File: config.mk
export PLATFORM = sky130hd
export DESIGN_NAME = mac_rr_scheduler
export DESIGN_NICKNAME = d
export VERILOG_FILES = /design/src/rtl/mac_rr_scheduler.sv
export SDC_FILE = /design/constraint.sdc
export NUM_CORES = 1
export LEC_CHECK = 0
export CAP_MARGIN = 10
export CELL_PAD_IN_SITES_DETAIL_PLACEMENT = 0
export CELL_PAD_IN_SITES_GLOBAL_PLACEMENT = 1
export CORE_ASPECT_RATIO = 0.5
export CORE_UTILIZATION = 41
export CTS_CLUSTER_DIAMETER = 80
export DETAILED_ROUTE_END_ITERATION = 16
export PLACE_DENSITY_LB_ADDON = 0.1
export SYNTH_ARGS = -nofsm -noshare
export SYNTH_HDL_FRONTEND = slang
export SYNTH_SLANG_ARGS = --single-unit
File: constraint.sdc
create_clock -name clk_i -period 6.4 [get_ports clk_i]
set_input_delay 1.6 -clock clk_i [delete_from_list [all_inputs] [get_ports clk_i]]
set_output_delay 1.6 -clock clk_i [all_outputs]
set_load 0.01 [all_outputs]
File: src/rtl/mac_rr_scheduler.sv
`default_nettype none
// ============================================================================
// Module   : mac_rr_scheduler
// Brief    : Round-robin scheduler sharing one multiply-accumulate datapath
//            among NUM_REQ operand sources; emits one tagged sum per job.
// Revision : 1.0 - initial release
// ============================================================================
module mac_rr_scheduler #(
    parameter int NUM_REQ = 4,
    parameter int DATA_W  = 8,
    parameter int RES_W   = 16,
    parameter int ACC_LEN = 4,
    localparam int ID_W   = $clog2(NUM_REQ)
) (
    input  logic                      clk_i,
    input  logic                      rst_n,
    input  logic [NUM_REQ-1:0]        req_valid_i,
    input  logic [NUM_REQ*DATA_W-1:0] req_a_i,
    input  logic [NUM_REQ*DATA_W-1:0] req_b_i,
    output logic [NUM_REQ-1:0]        req_ready_o,
    output logic                      res_valid_o,
    input  logic                      res_ready_i,
    output logic [RES_W-1:0]          result_o,
    output logic [ID_W-1:0]           res_id_o,
    output logic                      busy_o
);

    typedef enum logic [1:0] {
        S_IDLE = 2'd0,
        S_BUSY = 2'd1,
        S_DONE = 2'd2
    } state_t;

    localparam logic [ID_W-1:0] c_last_grant_init = ID_W'(NUM_REQ - 1);
    localparam logic [7:0]      c_beat_last       = 8'(ACC_LEN - 1);
    localparam logic [ID_W:0]   c_num_req         = (ID_W + 1)'(NUM_REQ);

    state_t                r_state;
    logic [ID_W-1:0]       r_owner;
    logic [ID_W-1:0]       r_last_grant;
    logic [RES_W-1:0]      r_acc;
    logic [7:0]            r_beat_cnt;

    logic [DATA_W-1:0]     w_a [NUM_REQ];
    logic [DATA_W-1:0]     w_b [NUM_REQ];
    logic [2*DATA_W-1:0]   w_prod;
    logic [RES_W-1:0]      w_acc_next;
    logic                  w_beat;
    logic                  w_grant_vld;
    logic [ID_W-1:0]       w_grant_id;
    logic [NUM_REQ-1:0]    w_grant_onehot;

    for (genvar k = 0; k < NUM_REQ; k++) begin : g_unpack
        assign w_a[k] = req_a_i[k*DATA_W +: DATA_W];
        assign w_b[k] = req_b_i[k*DATA_W +: DATA_W];
    end

    // Scan from farthest to nearest candidate so the nearest valid one after
    // last_grant is the final assignment and therefore wins.
    always_comb begin
        logic [ID_W:0] v_idx;
        w_grant_vld = 1'b0;
        w_grant_id  = '0;
        v_idx       = '0;
        for (int i = NUM_REQ; i >= 1; i--) begin
            v_idx = {1'b0, r_last_grant} + (ID_W + 1)'(i);
            if (v_idx >= c_num_req) begin
                v_idx = v_idx - c_num_req;
            end
            if (req_valid_i[v_idx[ID_W-1:0]]) begin
                w_grant_vld = 1'b1;
                w_grant_id  = v_idx[ID_W-1:0];
            end
        end
    end

    assign w_grant_onehot = NUM_REQ'(1) << w_grant_id;

    // Product is zero-extended into the accumulator; the sum wraps.
    assign w_prod     = w_a[r_owner] * w_b[r_owner];
    assign w_acc_next = r_acc + RES_W'(w_prod);
    assign w_beat     = (r_state == S_BUSY) && req_valid_i[r_owner] && req_ready_o[r_owner];

    always_ff @(posedge clk_i or negedge rst_n) begin
        if (!rst_n) begin
            r_state      <= S_IDLE;
            r_owner      <= '0;
            r_last_grant <= c_last_grant_init;
            r_acc        <= '0;
            r_beat_cnt   <= '0;
            req_ready_o  <= '0;
            res_valid_o  <= 1'b0;
            result_o     <= '0;
            res_id_o     <= '0;
            busy_o       <= 1'b0;
        end else begin
            case (r_state)
                S_IDLE: begin
                    if (w_grant_vld) begin
                        r_state     <= S_BUSY;
                        r_owner     <= w_grant_id;
                        r_acc       <= '0;
                        r_beat_cnt  <= '0;
                        req_ready_o <= w_grant_onehot;
                        busy_o      <= 1'b1;
                    end
                end
                S_BUSY: begin
                    if (w_beat) begin
                        r_acc      <= w_acc_next;
                        r_beat_cnt <= r_beat_cnt + 8'd1;
                        if (r_beat_cnt == c_beat_last) begin
                            r_state     <= S_DONE;
                            req_ready_o <= '0;
                            res_valid_o <= 1'b1;
                            result_o    <= w_acc_next;
                            res_id_o    <= r_owner;
                        end
                    end
                end
                S_DONE: begin
                    if (res_ready_i) begin
                        r_state      <= S_IDLE;
                        res_valid_o  <= 1'b0;
                        r_last_grant <= r_owner;
                        busy_o       <= 1'b0;
                    end
                end
                default: begin
                    r_state     <= S_IDLE;
                    req_ready_o <= '0;
                    res_valid_o <= 1'b0;
                    busy_o      <= 1'b0;
                end
            endcase
        end
    end

endmodule
`default_nettype wire

; Word level (Yosys, flattened, before mapping)
; Cells that the tools add are included.
[word_totals]
regBits = 54
wordCells = 106
output_inout_bits = 24
[classes]
addsub = 10
n_mux = 51
multipliers = 1
n_eq_ne = 7
n_reduce_logical = 12
magnitude_cmp = 10
n_bitwise = 4
shifts = 1
[op_table]
columns = cell, count
row1 = $mux 8, 6
row2 = $bmux 8 s2, 2
row3 = $mux 16, 2
row4 = $pmux 16 s2, 1
row5 = $mux 2, 12
row6 = $add 16x16->16, 1
row7 = $mul 8x8->16, 1
row8 = $pmux 8 s2, 1
row9 = $ge 3x3->1 const B, 5
row10 = $lt 2x3->1 const B, 5
row11 = $mux 1, 14
row12 = $bmux 1 s2, 6
row13 = $mux 4, 3
row14 = $pmux 4 s3, 1
row15 = $reduce_and 4->1, 3
row16 = $reduce_and 3->1, 3
row17 = $add 8x1->8 const B, 1
row18 = $eq 8x2->1 const B, 1
row19 = $sub 2x1->2 const B, 4
row20 = $add 2x2->3 const B, 2
row21 = $ne 2x2->1 const B, 3
row22 = $pmux 1 s3, 2
row23 = $pmux 2 s3, 1
row24 = $reduce_and 2->1, 2
row25 = 11 further kinds, 14

; Logic depth before layout (Yosys ltp)
[depth]
depth_word = 12
depth_mapped = 20
mapped_depth_nobuf = 17

; Least setup slack after synthesis
; Ideal clock, no wire load.
[synth_path]
kind = input to register
startpoint = in req_b_i[31]
endpoint = reg r_acc[15]
setup_ns = 0.127
stages = 16
arrival_ns = 5.762
setup_slack_ns = 0.511
path_buffers = 1
path_cell_list = mux4_2 and2_1 fa_1 fa_1 fa_1 inv_1 fa_1 inv_1 ha_1 clkbuf_1 a21oi_1 o21ai_0 a21oi_1 o221ai_1 xnor2_1 o21ai_0
[synth_between]
elab_chain_cells = 7
[synth_rtl]
columns = element, line_no
row1 = from (decl), 19  ; input logic [NUM_REQ*DATA_W-1:0] req_b_i,
row2 = $bmux 8 s2, 80  ; assign w_prod = w_a[r_owner] * w_b[r_owner];
row3 = $mux 8 (implied by the code) (2 in a row), 80
row4 = $mul 8x8->16, 80
row5 = $add 16x16->16, 81  ; assign w_acc_next = r_acc + RES_W'(w_prod);
row6 = $mux 16, 109  ; if (w_beat) begin
row7 = $pmux 16 s2, 97  ; case (r_state)
row8 = to (signal assigned), 110  ; r_acc <= w_acc_next;
row9 = to (decl), 41  ; logic [RES_W-1:0] r_acc;
; Every way passes these cells. The select of a mux whose other input is x is not followed.
; A chain may end at the register's enable or synchronous reset.

; Final worst setup path
[layout_path]
startpoint = in req_a_i[27]
endpoint = reg r_acc[14]
[layout_between]
elab_chain_cells = 7
[layout_rtl]
columns = element, line_no
row1 = from (decl), 18  ; input logic [NUM_REQ*DATA_W-1:0] req_a_i,
row2 = $bmux 8 s2, 80
row3 = $mux 8 (implied by the code) (2 in a row), 80
row4 = $mul 8x8->16, 80
row5 = $add 16x16->16, 81
row6 = $mux 16, 109
row7 = $pmux 16 s2, 97
; Every way passes these cells. The select of a mux whose other input is x is not followed.

==> flow_metrics.env <==
export IMPL_setup_tns_final_ps=0
export IMPL_cp_slowest_cell="sky130_fd_sc_hd__mux4_2"
export IMPL_route_detailed_vias_per_inst=4.869
export IMPL_top_routing_layer_in_use="met4"
export IMPL_wirelength_met1_um=7030
export IMPL_worstPathRequired_ps=6540
export IMPL_yosys_register_bits=54
export IMPL_area_of_placed_instances_sq_um=6401
export IMPL_cts_bufs_inserted=5
export IMPL_crit_path_start_kind="primary input"
export IMPL_crit_path_cell_trace="clkdlybuf4s50_1, mux4_2, buf_4, and2_1, fa_1, fa_1, inv_1, fa_1, fa_1, inv_1, ha_1, buf_4, nand4_1, a31o_2, a31oi_1, xnor2_1, o21ai_0"
export IMPL_path_max_fanout=6
export IMPL_post_route_worst_setup_slack_ps=219.8
export IMPL_floorplan_io_pins=95
export IMPL_initial_util_pct=42.74
export IMPL_grt_pass1_wl_um=20900
export IMPL_holdCritPathClass="flip-flop to flip-flop"
export IMPL_grt_max_degree=55
export IMPL_clockRootBuffer="sky130_fd_sc_hd__clkbuf_16"
export IMPL_n_antenna_cell=0
export IMPL_post_synth_edffs=0
export IMPL_ys_warn_count=0
export IMPL_layout_cells_sized_above_1_pct=11.51
export IMPL_fp_dieH_um=81.03
export IMPL_ys_seq_area_share_pct=26.44
export IMPL_fin_skew_ps=4.770
export IMPL_clkLatencyLatePin_ps=290
export IMPL_met3_wirelength_um=569
export IMPL_postRouteAntennaNets=0
export IMPL_netlist_area_sq_um=5121
export IMPL_final_clock_period_utilization_by_the_worst_path_pct=96.57
export IMPL_tritoncts_clock_tree="yes"
export IMPL_synth_net_count=684
export IMPL_grt_antenna_before_repair=0
export IMPL_post_synthesis_to_final_layout_area_growth_pct=28.88
export IMPL_slew_headroom_pct=33.56
export IMPL_finish_cell_count_without_fillers=808
export IMPL_timing_max_transition_violations_final=0
export IMPL_via_count_of_the_first_global_routing_pass=4016
export IMPL_setup_worst_path_class="primary input to flip-flop"
export IMPL_dpl_cell_count=796
export IMPL_timing_critical_path_max_delay_family="adder cells"
export IMPL_final_area_sq_um=6600
export IMPL_cts_hold_fix_buffers=0
export IMPL_core_area_sq_um=11980
export IMPL_clk_path_buf_depth=2
export IMPL_postSynthAreaPerCell_sq_um=9.718
export IMPL_detail_route_wirelength_um=12320
export IMPL_placement_rows=28
export IMPL_post_synth_top_area_fraction_pct=25.41
export IMPL_htree_num_levels=2
export IMPL_routabilityCongestion=0.8383
export IMPL_net_count_of_the_finished_layout=799
export IMPL_arrival_ps=6320
export IMPL_drt_iter0_drc=187
export IMPL_worst_path_most_repeated_cell="sky130_fd_sc_hd__fa_1"
export IMPL_outcome="finished clean"
export IMPL_worst_path_buf_inv=5
export IMPL_total_count_of_hold_check_failures_in_the_final_report=0
export IMPL_timing_fmax_mhz=161.8
export IMPL_routed_via_count=3934
export IMPL_drt_first_pass_iters=4
export IMPL_placement_io_buffers=94
export IMPL_synth_largest_area_cell="sky130_fd_sc_hd__dfrtp_1"
export IMPL_grt_ovfl_total=0
export IMPL_detailedPlacementHpwl_um=9819
export IMPL_yosysUniqueCellTypes=44
export IMPL_postSynth_asyncResetShare_pct=100.0
export IMPL_post_synth_inst_count=527
export IMPL_avgRoutedWirePerCell_um=15.25
export IMPL_worst_path_largest_cell_delay_ps=550
export IMPL_worst_pin_slew_ps=996.6
export IMPL_crit_path_end_kind="flip-flop"
export IMPL_grt_setup_unrepaired="false"
export IMPL_synthFlopType="sky130_fd_sc_hd__dfrtp_1"
export IMPL_synth_top_cells_by_area="sky130_fd_sc_hd__dfrtp_1, sky130_fd_sc_hd__fa_1, sky130_fd_sc_hd__ha_1"
export IMPL_cts_sinks=54
export IMPL_detailedPlace_worstSlack_ps=-89.24
export IMPL_detailroute_wirelength_met2_um=4633
export IMPL_track_usage_pct=20.67
export IMPL_die_x_um=160.1
export IMPL_drv_cap=0
export IMPL_dieArea_sq_um=12970
export IMPL_clk_transition_reported_paths_ps=70
export IMPL_finalWorstPathRequiredPeriod_ps=6180
export IMPL_timing_final_setup_violations=0
export IMPL_drc_errors=0
==> synthesized netlist by cell type, types with 5 or more instances <==
cell,n
sky130_fd_sc_hd__a21o_1,6
sky130_fd_sc_hd__a21oi_1,8
sky130_fd_sc_hd__and2_1,32
sky130_fd_sc_hd__buf_2,5
sky130_fd_sc_hd__clkbuf_1,11
sky130_fd_sc_hd__dfrtp_1,52
sky130_fd_sc_hd__fa_1,50
sky130_fd_sc_hd__ha_1,36
sky130_fd_sc_hd__inv_1,102
sky130_fd_sc_hd__mux2_4,6
sky130_fd_sc_hd__mux4_2,17
sky130_fd_sc_hd__nand2_1,68
sky130_fd_sc_hd__nand3_1,18
sky130_fd_sc_hd__nand4_1,8
sky130_fd_sc_hd__nor2_1,12
sky130_fd_sc_hd__o21ai_0,37
sky130_fd_sc_hd__xnor2_1,10
sky130_fd_sc_hd__xor2_1,9
==> placed cells by master (no fill, tap or decap), types with 2 or more instances in the layout <==
cell type,instances
sky130_fd_sc_hd__clkbuf_16,5
sky130_fd_sc_hd__xnor2_1,10
sky130_fd_sc_hd__fa_1,50
sky130_fd_sc_hd__a31oi_1,3
sky130_fd_sc_hd__ha_1,36
sky130_fd_sc_hd__clkinv_2,2
sky130_fd_sc_hd__mux2_2,3
sky130_fd_sc_hd__inv_1,102
sky130_fd_sc_hd__o21ai_0,36
sky130_fd_sc_hd__a32o_1,2
sky130_fd_sc_hd__o221ai_1,2
sky130_fd_sc_hd__dfstp_2,2
sky130_fd_sc_hd__and2_1,32
sky130_fd_sc_hd__and3_1,3
sky130_fd_sc_hd__a22o_1,2
sky130_fd_sc_hd__a21oi_1,7
sky130_fd_sc_hd__nand4_1,8
sky130_fd_sc_hd__xor2_1,9
sky130_fd_sc_hd__mux2_4,6
sky130_fd_sc_hd__buf_4,30
sky130_fd_sc_hd__mux4_2,17
sky130_fd_sc_hd__clkdlybuf4s50_1,93
sky130_fd_sc_hd__a21o_1,6
sky130_fd_sc_hd__nand3_1,18
sky130_fd_sc_hd__dfrtp_1,52
sky130_fd_sc_hd__nor2_1,12
sky130_fd_sc_hd__o31ai_1,4
sky130_fd_sc_hd__nand2_1,68
sky130_fd_sc_hd__nor3_1,2
==> metrics by stage <==
step,hold WS [ps],utilization (%)
after CTS,497.1,54.80
after detailed placement,480.0,53.43
final,484.9,55.09
after floorplan,468.8,-
after global placement,464.8,53.43
after global routing,526.9,55.09
==> final cells by class <==
class                           instances  area, sq um
Multi-Input combinational cell        354         3311
Clock buffer                            5        125.1
Fill cell                            1124         5381
Tap cell                              165        206.4
Timing Repair Buffer                  125         1181
Inverter                              102        382.9
Sequential cell                        54         1354
Clock inverter                          3        40.04
==> cells by family (layout without fill, tap and decap cells) <==
logic type / Yosys count / in the layout / share of synthesized area (%)
adder cells (fa/ha/maj): 86 / 86 / 28.34
flip-flops: 54 / 54 / 26.44
XOR/XNOR: 19 / 19 / 3.249
multiplexers: 27 / 27 / 10.09
AO/OA/AOI/OAI: 71 / 71 / 8.430
AND/OR/NAND/NOR: 151 / 151 / 14.46
buffers and inverters: 119 / 235 / 8.991
==> registers in the layout, indices dropped and copies added (netlist names) <==
signal,cells
busy_o,1
r_acc,16
r_beat_cnt,8
r_last_grant,2
r_owner,2
r_state,2
req_ready_o,4
res_id_o,2
res_valid_o,1
result_o,16
==> final timing paths <==
path | cells after the start | slack [ps] | end | startpoint
worst max register to register | 16 | 980 | r_acc[14] | r_owner[1]
min in group asynchronous | 2 | 1430 | busy_o | rst_n
worst min-delay path | 2 | 480 | result_o[6] | result_o[6]
worst max-delay path | 17 | 220 | r_acc[14] | req_a_i[27]
max in group asynchronous | 2 | 4520 | res_id_o[0] | rst_n
worst min register to register | 2 | 480 | result_o[6] | result_o[6]
==> tightest hold or removal path: cells and delay by family (launching register included) <==
family / cells / cell delay, ps
flip-flops: 1 / 350
AO/OA/AOI/OAI: 1 / 60
AND/OR/NAND/NOR: 1 / 50
==> per-layer routing <==
layer  GRT usage (%)  vias up
li1                -     1949
met1           32.92     1900
met2           29.00       78
met3           3.473        7
met4           3.905        0
met5               0        -
==> timing repair <==
| action | CTS | global route |
|---|---|---|
| setup buffers | 0 | 4 |
| resized for setup | 0 | 2 |
| setup endpoints to repair | 0 | 4 |
Power is not shown: default switching activity piles up to over one toggle a cycle in this logic, so the estimate is an artifact.
